File: src/rtl/instr_fetch_unit.sv
// Instruction fetch stage: owns the PC, keeps one imem request in flight, buffers returned words for decode.
// Optional FETCH_MISALIGN_CHECK_EN: misaligned redirect targets raise a sticky fetch_fault and halt fetching.
module instr_fetch_unit #(
    parameter int                    ADDR_WIDTH = 32,
    parameter logic [ADDR_WIDTH-1:0] RESET_PC   = '0,
    parameter int                    BUF_DEPTH  = 2
) (
    input  logic                  clk,
    input  logic                  rst,
    output logic                  imem_req,
    output logic [ADDR_WIDTH-1:0] imem_addr,
    input  logic                  imem_rvalid,
    input  logic [31:0]           imem_rdata,
    output logic [31:0]           instr,
    output logic [ADDR_WIDTH-1:0] instr_pc,
    output logic                  instr_valid,
    input  logic                  instr_ready,
    input  logic                  redirect,
    input  logic [ADDR_WIDTH-1:0] redirect_pc,
    output logic                  fetch_fault
);
    localparam int PW = $clog2(BUF_DEPTH);
    localparam int CW = PW + 1;
    localparam logic [CW-1:0] DEPTH_C = CW'(BUF_DEPTH);

    localparam logic [1:0] S_IDLE = 2'd0;
    localparam logic [1:0] S_WAIT = 2'd1;
    localparam logic [1:0] S_DISC = 2'd2;

    logic [1:0]            r_state;
    logic [ADDR_WIDTH-1:0] r_fetch_pc;
    logic [ADDR_WIDTH-1:0] r_req_pc;
    logic [CW-1:0]         r_count;
    logic [PW-1:0]         r_wr;
    logic [PW-1:0]         r_rd;
    logic [31:0]           r_buf_instr [BUF_DEPTH];
    logic [ADDR_WIDTH-1:0] r_buf_pc    [BUF_DEPTH];

    logic [ADDR_WIDTH-1:0] w_redir_pc;
    logic                  w_fault;
    logic                  w_issue;
    logic                  w_push;
    logic                  w_pop;

`ifdef FETCH_MISALIGN_CHECK_EN
    logic r_fault;
    logic w_misalign;
    assign w_redir_pc = redirect_pc;
    assign w_misalign = redirect && (redirect_pc[1:0] != 2'b00);
    assign w_fault    = r_fault;

    always_ff @(posedge clk) begin
        if (rst)             r_fault <= 1'b0;
        else if (w_misalign) r_fault <= 1'b1;
    end
`else
    assign w_redir_pc = redirect_pc & ~ADDR_WIDTH'(3);
    assign w_fault    = 1'b0;
`endif

    assign w_issue = !rst && !redirect && !w_fault && (r_state == S_IDLE) && (r_count < DEPTH_C);
    assign w_push  = !redirect && (r_state == S_WAIT) && imem_rvalid;
    assign w_pop   = !redirect && instr_valid && instr_ready;

    assign imem_req    = w_issue;
    assign imem_addr   = r_fetch_pc;
    assign instr_valid = (r_count != '0);
    assign instr       = instr_valid ? r_buf_instr[r_rd] : 32'h0;
    assign instr_pc    = instr_valid ? r_buf_pc[r_rd] : '0;
    assign fetch_fault = w_fault;

    always_ff @(posedge clk) begin
        if (rst) begin
            r_state    <= S_IDLE;
            r_fetch_pc <= RESET_PC;
            r_req_pc   <= RESET_PC;
            r_count    <= '0;
            r_wr       <= '0;
            r_rd       <= '0;
        end else if (redirect) begin
            r_fetch_pc <= w_redir_pc;
            r_count    <= '0;
            r_wr       <= '0;
            r_rd       <= '0;
            // a response landing in the redirect cycle retires the outstanding request
            if (r_state != S_IDLE)
                r_state <= imem_rvalid ? S_IDLE : S_DISC;
        end else begin
            case (r_state)
                S_IDLE: if (w_issue) begin
                    r_state    <= S_WAIT;
                    r_req_pc   <= r_fetch_pc;
                    r_fetch_pc <= r_fetch_pc + ADDR_WIDTH'(4);
                end
                S_WAIT:  if (imem_rvalid) r_state <= S_IDLE;
                S_DISC:  if (imem_rvalid) r_state <= S_IDLE;
                default: r_state <= S_IDLE;
            endcase
            case ({w_push, w_pop})
                2'b10:   r_count <= r_count + CW'(1);
                2'b01:   r_count <= r_count - CW'(1);
                default: r_count <= r_count;
            endcase
            if (w_push) r_wr <= r_wr + PW'(1);
            if (w_pop)  r_rd <= r_rd + PW'(1);
        end
    end

    // storage needs no reset: outputs are gated by the occupancy count
    always_ff @(posedge clk) begin
        if (w_push && !rst) begin
            r_buf_instr[r_wr] <= imem_rdata;
            r_buf_pc[r_wr]    <= r_req_pc;
        end
    end
endmodule

File: config.mk
export PLATFORM = sky130hd
export DESIGN_NAME = instr_fetch_unit
export DESIGN_NICKNAME = d
export VERILOG_FILES = /design/src/rtl/instr_fetch_unit.sv
export SDC_FILE = /design/constraint.sdc
export NUM_CORES = 1
export LEC_CHECK = 0
export BUFFER_PORTS_ARGS = -buffer_cell sky130_fd_sc_hd__buf_2
export CORE_MARGIN = 5
export CORE_UTILIZATION = 45
export CTS_CLUSTER_DIAMETER = 150
export DETAILED_ROUTE_END_ITERATION = 12
export PLACE_DENSITY = 0.68
export SYNTH_ARGS = -nofsm -noshare
export SYNTH_HDL_FRONTEND = slang
export SYNTH_SLANG_ARGS = --single-unit
File: constraint.sdc
create_clock -name clk -period 16.5 [get_ports clk]
set_input_delay 3.3 -clock clk [delete_from_list [all_inputs] [get_ports clk]]
set_output_delay 3.3 -clock clk [all_outputs]
set_load 0.02 [all_outputs]
After elaboration in Yosys (flattened, before gate mapping)
Memory sizes are Yosys's and may differ from the RTL's. A register that Yosys moved wholly into a read port is not among the register bits.
Index checks and enable logic that the tools add are counted.
{"block": "op_classes", "n_addsub": 5, "magnitude_cmp": 1, "eq_ne": 7, "n_mux": 18, "bitwise_logic": 1, "n_reduce_logical": 22}
{"operator": "$mux 32", "count": 5}
{"operator": "$add 32x3->32 const B", "count": 1}
{"operator": "$mux 2", "count": 5}
{"operator": "$reduce_bool 2->1", "count": 5}
{"operator": "$logic_and 1x1->1", "count": 8}
{"operator": "$pmux 2 s2", "count": 2}
{"operator": "$mux 1", "count": 6}
{"operator": "$reduce_and 3->1", "count": 2}
{"operator": "$eq 2x1->1 const B", "count": 2}
{"operator": "$eq 2x2->1 const B", "count": 2}
{"operator": "$reduce_and 2->1", "count": 2}
{"operator": "$reduce_or 2->1", "count": 2}
{"operator": "$ne 3x1->1 const B", "count": 1}
{"operator": "$ne 3x3->1 const B", "count": 1}
{"operator": "$add 1x1->1 const B", "count": 2}
{"operator": "$add 2x1->2 const B", "count": 1}
{"operator": "$logic_not 1->1", "count": 2}
{"operator": "$logic_not 2->1", "count": 1}
{"operator": "$lt 2x2->1 const B", "count": 1}
{"operator": "$ne 2x1->1 const B", "count": 1}
{"operator": "$sub 2x1->2 const B", "count": 1}
{"operator": "$not 1->1", "count": 1}
{"block": "word_totals", "register_bits": 70, "ram_bits": 128, "input_bits": 69, "output_inout_bits": 99, "elab_cells": 63, "memories": 2}
{"memory": "r_buf_instr", "depth": 2, "word_bits": 32, "read_ports": 1, "rd_clocked_by_memory_dff": 1, "write_ports": 1, "line": "36", "rtl": "logic [31:0] r_buf_instr [BUF_DEPTH];"}
{"memory": "r_buf_pc", "depth": 2, "word_bits": 32, "read_ports": 1, "rd_clocked_by_memory_dff": 1, "write_ports": 1, "line": "37", "rtl": "logic [ADDR_WIDTH-1:0] r_buf_pc [BUF_DEPTH];"}

Logic depth before layout (Yosys ltp)
Gate-level depths: netlist of run 1.
{"block": "depth", "ltp_word": 7, "depth_mapped": 9, "ltp_nobuf": 8}

Least setup slack after synthesis of run 1
OpenSTA, ideal clock, no wires.
{"block": "synth_timing", "path_kind": "input-to-reg", "startpoint": "input redirect", "endpoint": "memory r_buf_instr[0][0], enable pin", "setup_ps": 558, "t_arrival_ps": 8167, "required_time_ps": 15942, "path_slack_ps": 7775, "cell_stages": 4, "path_buffers": 2, "path_cell_list": "buf_2 or2_2 clkbuf_1 nor3_1"}
{"block": "synth_between", "elab_chain_cells": 6}
{"element": "start, declared", "line": "18", "rtl": "input logic redirect,"}
{"element": "$logic_not 1->1", "line": "62", "rtl": "assign w_push = !redirect && (r_state == S_WAIT) && imem_rvalid;"}
{"element": "$logic_and 1x1->1 (2 in a row)", "line": "62"}
{"element": "$logic_and 1x1->1", "line": "111", "rtl": "if (w_push && !rst) begin"}
{"element": "$mux 1", "line": "111"}
{"element": "$mux 1 (implied by the code)", "line": "112", "rtl": "r_buf_instr[r_wr] <= imem_rdata;"}
{"element": "end, declared", "line": "36"}
Every way passes these cells.

Final worst setup path of run 1
{"block": "layout_timing", "startpoint": "input rst", "endpoint": "output imem_req"}
{"block": "layout_between", "elab_chain_cells": 4}
{"element": "start, declared", "line": "9", "rtl": "input logic rst,"}
{"element": "$logic_not 1->1", "line": "61", "rtl": "assign w_issue = !rst && !redirect && !w_fault && (r_state == S_IDLE) && (r_count < DEPTH_C);"}
{"element": "$logic_and 1x1->1 (3 in a row)", "line": "61"}
{"element": "end, declared", "line": "10", "rtl": "output logic imem_req,"}
Every way passes these cells.

==> results of run 1 <==
critical path: stages:
cell and delay [ps]:
buf_2 90, buf_4 330, or4b_1 590, inv_2 80, buf_2 160
worst min path at each step:
stage | start | end | slack [ps] | depth (start not counted)
after floorplan | r_req_pc[10] | r_buf_pc[0][10] | 430 | 0
after global placement | r_req_pc[20] | r_buf_pc[0][20] | 430 | 0
after detailed placement | r_req_pc[20] | r_buf_pc[1][20] | 440 | 0
after CTS | r_req_pc[9] | r_buf_pc[0][9] | 460 | 0
after global routing | r_req_pc[22] | r_buf_pc[0][22] | 470 | 0
final | r_req_pc[9] | r_buf_pc[0][9] | 460 | 0
area by class of cell:
type	instances	share of cell area (%)
sequential	191	53.33
multi-input combinational	450	28.59
timing repair buffer	168	9.057
clock buffer	21	4.634
tap	225	2.962
clock inverter	11	0.9874
inverter	11	0.4344
stage by stage:
stage	total power [uW]	worst slack, ps	instance area, sq um	utilization, %	hold WS [ps]
finish	955.5	8619	9504	54.57	455.0
global route	990.2	8535	9504	54.57	469.9
CTS	964.6	8631	9504	54.57	455.4
detailed placement	594.1	8629	8970	51.50	439.2
global placement	592.6	8628	8970	51.50	431.8
floorplan	569.2	7775	8030	-	425.4
metal layers:
layer | up-vias | global-route usage [%]
met4 | 0 | 5.946
met2 | 189 | 30.20
met3 | 19 | 3.594
met5 | - | 0
li1 | 2824 | -
met1 | 2756 | 23.68
sequential cells by signal (all words and copies together) (netlist names), named ones only:
register and flops:
r_buf_pc 60, imem_addr 30, r_state 2, r_req_pc 30, r_rd 1, r_wr 1, r_buf_instr 64, r_count 2
synth_stat cells (all sizes together), types with 2 or more instances:
cell type / number / area [sq um]
edfxtp: 124 / 3724
nand2: 95 / 356.6
nor2: 85 / 319.1
dfxtp: 67 / 1341
mux2i: 66 / 660.6
a21oi: 49 / 249.0
clkbuf: 33 / 123.9
buf: 18 / 100.1
nand3: 14 / 70.07
nand4: 12 / 75.07
or4: 12 / 93.84
and3: 11 / 68.82
inv: 11 / 41.29
nor3: 9 / 45.04
o31ai: 9 / 67.56
and4: 8 / 70.07
a311oi: 7 / 61.31
a31oi: 7 / 43.79
nor4: 6 / 37.54
o21ai: 5 / 25.02
ha: 4 / 50.05
mux2: 4 / 48.79
o211ai: 4 / 30.03
or3: 4 / 25.02
xnor2: 4 / 35.03
a22oi: 3 / 22.52
o311ai: 3 / 26.28
a311o: 2 / 20.02
and2: 2 / 12.51
nand2b: 2 / 12.51
o221ai: 2 / 17.52
xor2: 2 / 17.52
power groups by stage:
stage	combinational, uW	sequential, uW	clock (uW)
2_1_floorplan	30.4	539	0
3_3_place_gp	55.3	537	0
3_5_place_dp	56.5	538	0
4_1_cts	56.7	527	381
5_1_grt	62.0	529	399
6_report	56.2	528	372
kinds of logic (layout without fill, tap and decap cells):
group	after synthesis	in the layout	share of synthesized area [%]
and+or+nand+nor	269	269	15.74
DFF	191	191	63.19
xor gates and xnor gates	6	6	0.6556
adders and majority gates	4	4	0.6244
buffers and inverters	62	211	3.309
AOI/OAI and AO/OA	96	96	7.587
muxes	70	70	8.851
other	1	5	0.04679
==> results.py, run 1 <==
metrics = {
    "timing": {
        "clock.fmax_ghz": 0.1269,
        "skew_ps": 7.753,
        "rsz0062_at_grt": "false",
        "min_period_over_period_pct": 47.76,
        "finalHoldViolCount": 0,
        "min_period_ps": 7881,
        "slew_viol_final": 0,
        "relSlewSlack_pct": 43.94,
        "setup_viol": 0,
        "worstMarginPinSlew_ps": 839.9,
        "fin_tns_setup_ps": 0,
    },
    "pwr": {
        "clkPwrFrac_pct": 38.9,
        "power_frac_seq_pct": 55.2,
        "swShare_pct": 22.33,
        "p_leak_uw": 0.003521,
        "powerDensity_nw_per_um2": 100.5,
        "intPower_uw": 742.2,
        "p_switching_uw": 213.3,
        "comb_power_share_pct": 5.9,
        "ir_drop_uv": 80.99,
    },
    "drt": {
        "viasPerCell": 5.374,
        "drtAntennaViolNets": 0,
        "wl_um": 18580,
        "firstDrtPassIters": 5,
        "num_vias": 5788,
        "top_layer_used": "met4",
        "wl_met2_um": 8957,
        "wl_met1_um": 8150,
        "drt_iter0_drc": 367,
        "drc": 0,
        "wl_per_cell_um": 17.25,
        "routed-wl-met3_um": 1221,
    },
    "clock_tree": {
        "insertion_delay_ps": 420,
        "clkSinkCount": 191,
        "cts_tree": "yes",
        "h-tree-depth": 4,
        "numCtsBuffers": 17,
        "cts_setup_buffers": 0,
        "cts_resized": 0,
        "path_clk_slew_ps": 60,
        "clock-root-buffer": "clkbuf_16",
        "postCtsHoldBufs": 0,
        "clock_path_buffers": 2,
    },
    "cells_and_area": {
        "seq_area_sq_um": 5069,
        "fillers": 1587,
        "final_cell_mix": "160 x buf_2, 124 x edfxtp_1, 95 x nand2_1",
        "mostFrequentLayoutCell": "buf_2",
        "multiInputGateArea_sq_um": 2718,
        "final_cells": 1077,
        "drive_above_1_share_pct": 24.53,
        "areaGrowthSynthToFinish_pct": 18.58,
        "num_antenna_cells": 0,
        "fin_nets": 912,
    },
    "synth": {
        "synthArstFlopShare_pct": 0,
        "netlist_area_sq_um": 8015,
        "synth_enable_flop_cells": 124,
        "ys.flop_type": "edfxtp_1",
        "synth_area_per_cell_sq_um": 11.47,
        "synth_warnings": 0,
        "synth_seq_area_share_pct": 63.19,
        "ys_ff_latch": 191,
        "synthDistinctLibCells": 54,
        "syn_inst": 699,
    },
    "setup_path": {
        "cp_data_required_time_ps": 13200,
        "r2r-start": "r_state[1]",
        "rr_worst_depth": 7,
        "reg2reg_slack_ps": 13830,
        "cp-start-kind": "input pin",
        "crit_fanout": 69,
        "end_kind": "primary output",
        "startpoint": "rst",
        "worstReg2RegEnd": "imem_addr[10]",
        "critPathCapture": "imem_req",
        "worstSetupPathType": "input pin to primary output",
        "crit_arrival_ps": 4580,
    },
    "grt": {
        "grt-ovfl-total": 0,
        "grt_max_degree": 70,
        "grt_pass1_vias": 5529,
        "antenna_found_initial": 0,
        "track_usage_pct": 18.05,
        "grt_pass1_wl_um": 28970,
    },
    "floorplanning": {
        "fp.dieH_um": 143.5,
        "num_rows": 48,
        "die_area_sq_um": 20580,
        "die_w_um": 143.5,
        "io_pins": 168,
        "start_util_pct": 46.02,
        "coreArea_sq_um": 17420,
    },
    "place": {
        "hpwl_um": 11890,
        "dp.cells": 1045,
        "io_buffers": 160,
        "place_congestion": 0.7990,
    },
    "worst_hold_path": {
        "hold_path_class": "register to register",
    },
    "job": {
        "drv_cap": 0,
    },
    "run_status": {
        "outcome": "completed",
    },
}
Note: power is estimated with default switching activity, not from simulation.
==> run 2: changes to the inputs <==
- ABC_AREA: not set -> 1
- clock period: 16.5 -> 8 ns (I/O delays scaled with it)
==> run 2 against run 1 <==
Combinational power is 130% higher. Core utilization fell by 0.84 points. Power up 110%. Via count increased by 10%. Routed wire length rose by 5.4%. Highest routed layer unchanged.
==> results.py, run 2 <==
metrics = {
    "setup_path": {
        "crit_top_cell": "buf_2",
        "worstSetupPathType": "input pin to primary output",
        "critPathMaxStageDelay_ps": 830,
        "path_cells": "buf_2, buf_4, nor2_8, nand3_4, inv_2, buf_2",
        "critPathSlowestCell": "inv_2",
        "crit_fanout": 55,
        "cp_top_family": "buffers and inverters",
        "crit_arrival_ps": 3690,
        "end_kind": "primary output",
        "cp_data_required_time_ps": 6400,
        "cp-start-kind": "input pin",
        "crit_buf_inv": 4,
    },
    "synth": {
        "synth_seq_area_share_pct": 62.32,
        "synth_area_per_cell_sq_um": 9.278,
        "yosys.area.top_type": "edfxtp_1",
        "ys.flop_type": "edfxtp_1",
        "synthDistinctLibCells": 33,
        "synth.top_cell.area_share_pct": 45.81,
        "synth.most_common_cell": "nand2_1",
        "ys_ff_latch": 191,
        "netlist_area_sq_um": 8128,
        "synth_enable_flop_cells": 124,
        "yosys-top-cells-count": "283 x nand2_1, 124 x edfxtp_1, 109 x a21oi_1, 67 x dfxtp_1, 67 x inv_1",
        "synthArstFlopShare_pct": 0,
        "syn_inst": 876,
        "yosys-top-cells-area": "edfxtp_1 46%, dfxtp_1 17%, nand2_1 13%",
        "synth_warnings": 0,
    },
    "timing": {
        "min_period_ps": 5288,
        "finalHoldViolCount": 0,
        "relSlewSlack_pct": 25.67,
        "slew_viol_final": 0,
        "worstMarginPinSlew_ps": 1113,
        "skew_ps": 8.090,
        "min_period_over_period_pct": 66.11,
        "setup_viol": 0,
        "clock.fmax_ghz": 0.1891,
        "rsz0062_at_grt": "false",
        "fin_tns_setup_ps": 0,
    },
    "floorplanning": {
        "num_rows": 49,
        "coreArea_sq_um": 17900,
        "die_w_um": 144.4,
        "start_util_pct": 45.40,
        "fp.dieH_um": 144.4,
        "io_pins": 168,
        "die_area_sq_um": 20850,
    },
    "clock_tree": {
        "cts_setup_buffers": 0,
        "clkSinkCount": 191,
        "cts_tree": "yes",
        "h-tree-depth": 4,
        "numCtsBuffers": 17,
        "clock_path_buffers": 2,
        "cts_resized": 0,
        "path_clk_slew_ps": 70,
        "insertion_delay_ps": 420,
        "clock-root-buffer": "clkbuf_16",
        "postCtsHoldBufs": 0,
    },
    "grt": {
        "grt_pass1_vias": 6068,
        "track_usage_pct": 18.71,
        "top_usage_layer": "met2",
        "grt-ovfl-total": 0,
        "grt_pass1_wl_um": 30550,
        "grt_util_met2_pct": 30.21,
        "met1_usage_pct": 25.26,
        "grt_max_degree": 64,
        "antenna_found_initial": 0,
        "grt_use_met3_pct": 3.604,
    },
    "cells_and_area": {
        "largest_register": "r_buf_instr",
        "largest_reg_flops": 64,
        "fin_nets": 1092,
        "num_antenna_cells": 0,
        "multiInputGateArea_sq_um": 2615,
        "drive_above_1_share_pct": 20.83,
        "seq_area_sq_um": 5066,
        "top_regs": "r_buf_instr: 64 flops, r_buf_pc: 60 flops",
        "fillers": 1674,
        "areaGrowthSynthToFinish_pct": 18.35,
        "final_cell_mix": "283 x nand2_1, 160 x buf_2, 124 x edfxtp_1",
        "mostFrequentLayoutCell": "nand2_1",
    },
    "drt": {
        "drtAntennaViolNets": 0,
        "viasPerCell": 5.066,
        "firstDrtPassIters": 5,
        "num_vias": 6388,
        "drc": 0,
        "wl_um": 19590,
        "wl_per_cell_um": 15.53,
        "drt_iter0_drc": 327,
    },
    "place": {
        "hpwl_um": 12750,
        "place_congestion": 0.8768,
        "io_buffers": 160,
    },
    "pwr": {
        "powerDensity_nw_per_um2": 207.8,
        "ir_drop_uv": 146.6,
        "p_leak_uw": 0.003940,
        "p_total_uw": 1999,
    },
    "run_status": {
        "outcome": "completed",
    },
    "job": {
        "drv_cap": 0,
    },
    "worst_hold_path": {
        "hold_path_class": "register to register",
    },
}
[run 2: cell types whose count changed after synthesis, sizes merged, moves of 8 or more]
cell,previous run,this run
nand2,95,286
a21oi,49,109
nor2,85,60
mux2i,66,0
and4,8,0
o21ai,5,29
or4,12,0
inv,11,70
and3,11,0
nand3,14,43
nand4,12,3
[run 2: worst paths after layout]
check	startpoint	end	slack [ps]	depth (start not counted)
setup / recovery	redirect	imem_req	2710	6
hold / removal	r_req_pc[3]	r_buf_pc[0][3]	450	0
setup reg to reg	r_state[0]	imem_addr[20]	5480	8
hold reg to reg	r_req_pc[3]	r_buf_pc[0][3]	450	0
[run 2: power breakdown]
group          internal (uW)  switching [uW]  total, uW
logic                   42.6            84.4        127
registers               1070            23.0       1090
clock network            419             361        780
total                   1530             469       2000
[run 2: final cells by class]
class,instances,area share [%]
Sequential cell,191,52.67
Multi-Input combinational cell,573,27.19
Timing Repair Buffer,166,8.793
Clock buffer,21,4.800
Tap cell,229,2.979
Inverter,70,2.732
Clock inverter,11,0.8455
[run 2: logic make-up after synthesis]
group	count (synthesis)	share of synthesized area [%]
DFF	191	62.32
buffers and inverters	116	5.942
adders and majority gates	4	0.6158
xor gates and xnor gates	3	0.3233
other	1	0.04614
AOI/OAI and AO/OA	158	10.22
and+or+nand+nor	403	20.54
[run 2: metal layers]
metal	share of wire (%)	up-vias
met5	0	-
met2	45	224
met4	1.9	0
met1	46	2931
li1	-	3201
met3	7.5	32
[run 2: stage by stage]
step | setup WS (ps) | utilization [%] | instance area, sq um | cells | hold WS (ps)
6_report | 2712 | 53.73 | 9619 | 1261 | 450.0
5_1_grt | 2516 | 53.73 | 9619 | 1261 | 462.1
4_1_cts | 2660 | 53.73 | 9619 | 1261 | 453.4
3_5_place_dp | 2651 | 50.70 | 9076 | 1229 | 436.9
3_3_place_gp | 2675 | 50.70 | 9076 | 1229 | 430.5
2_1_floorplan | 1181 | - | 8143 | 880 | 420.3
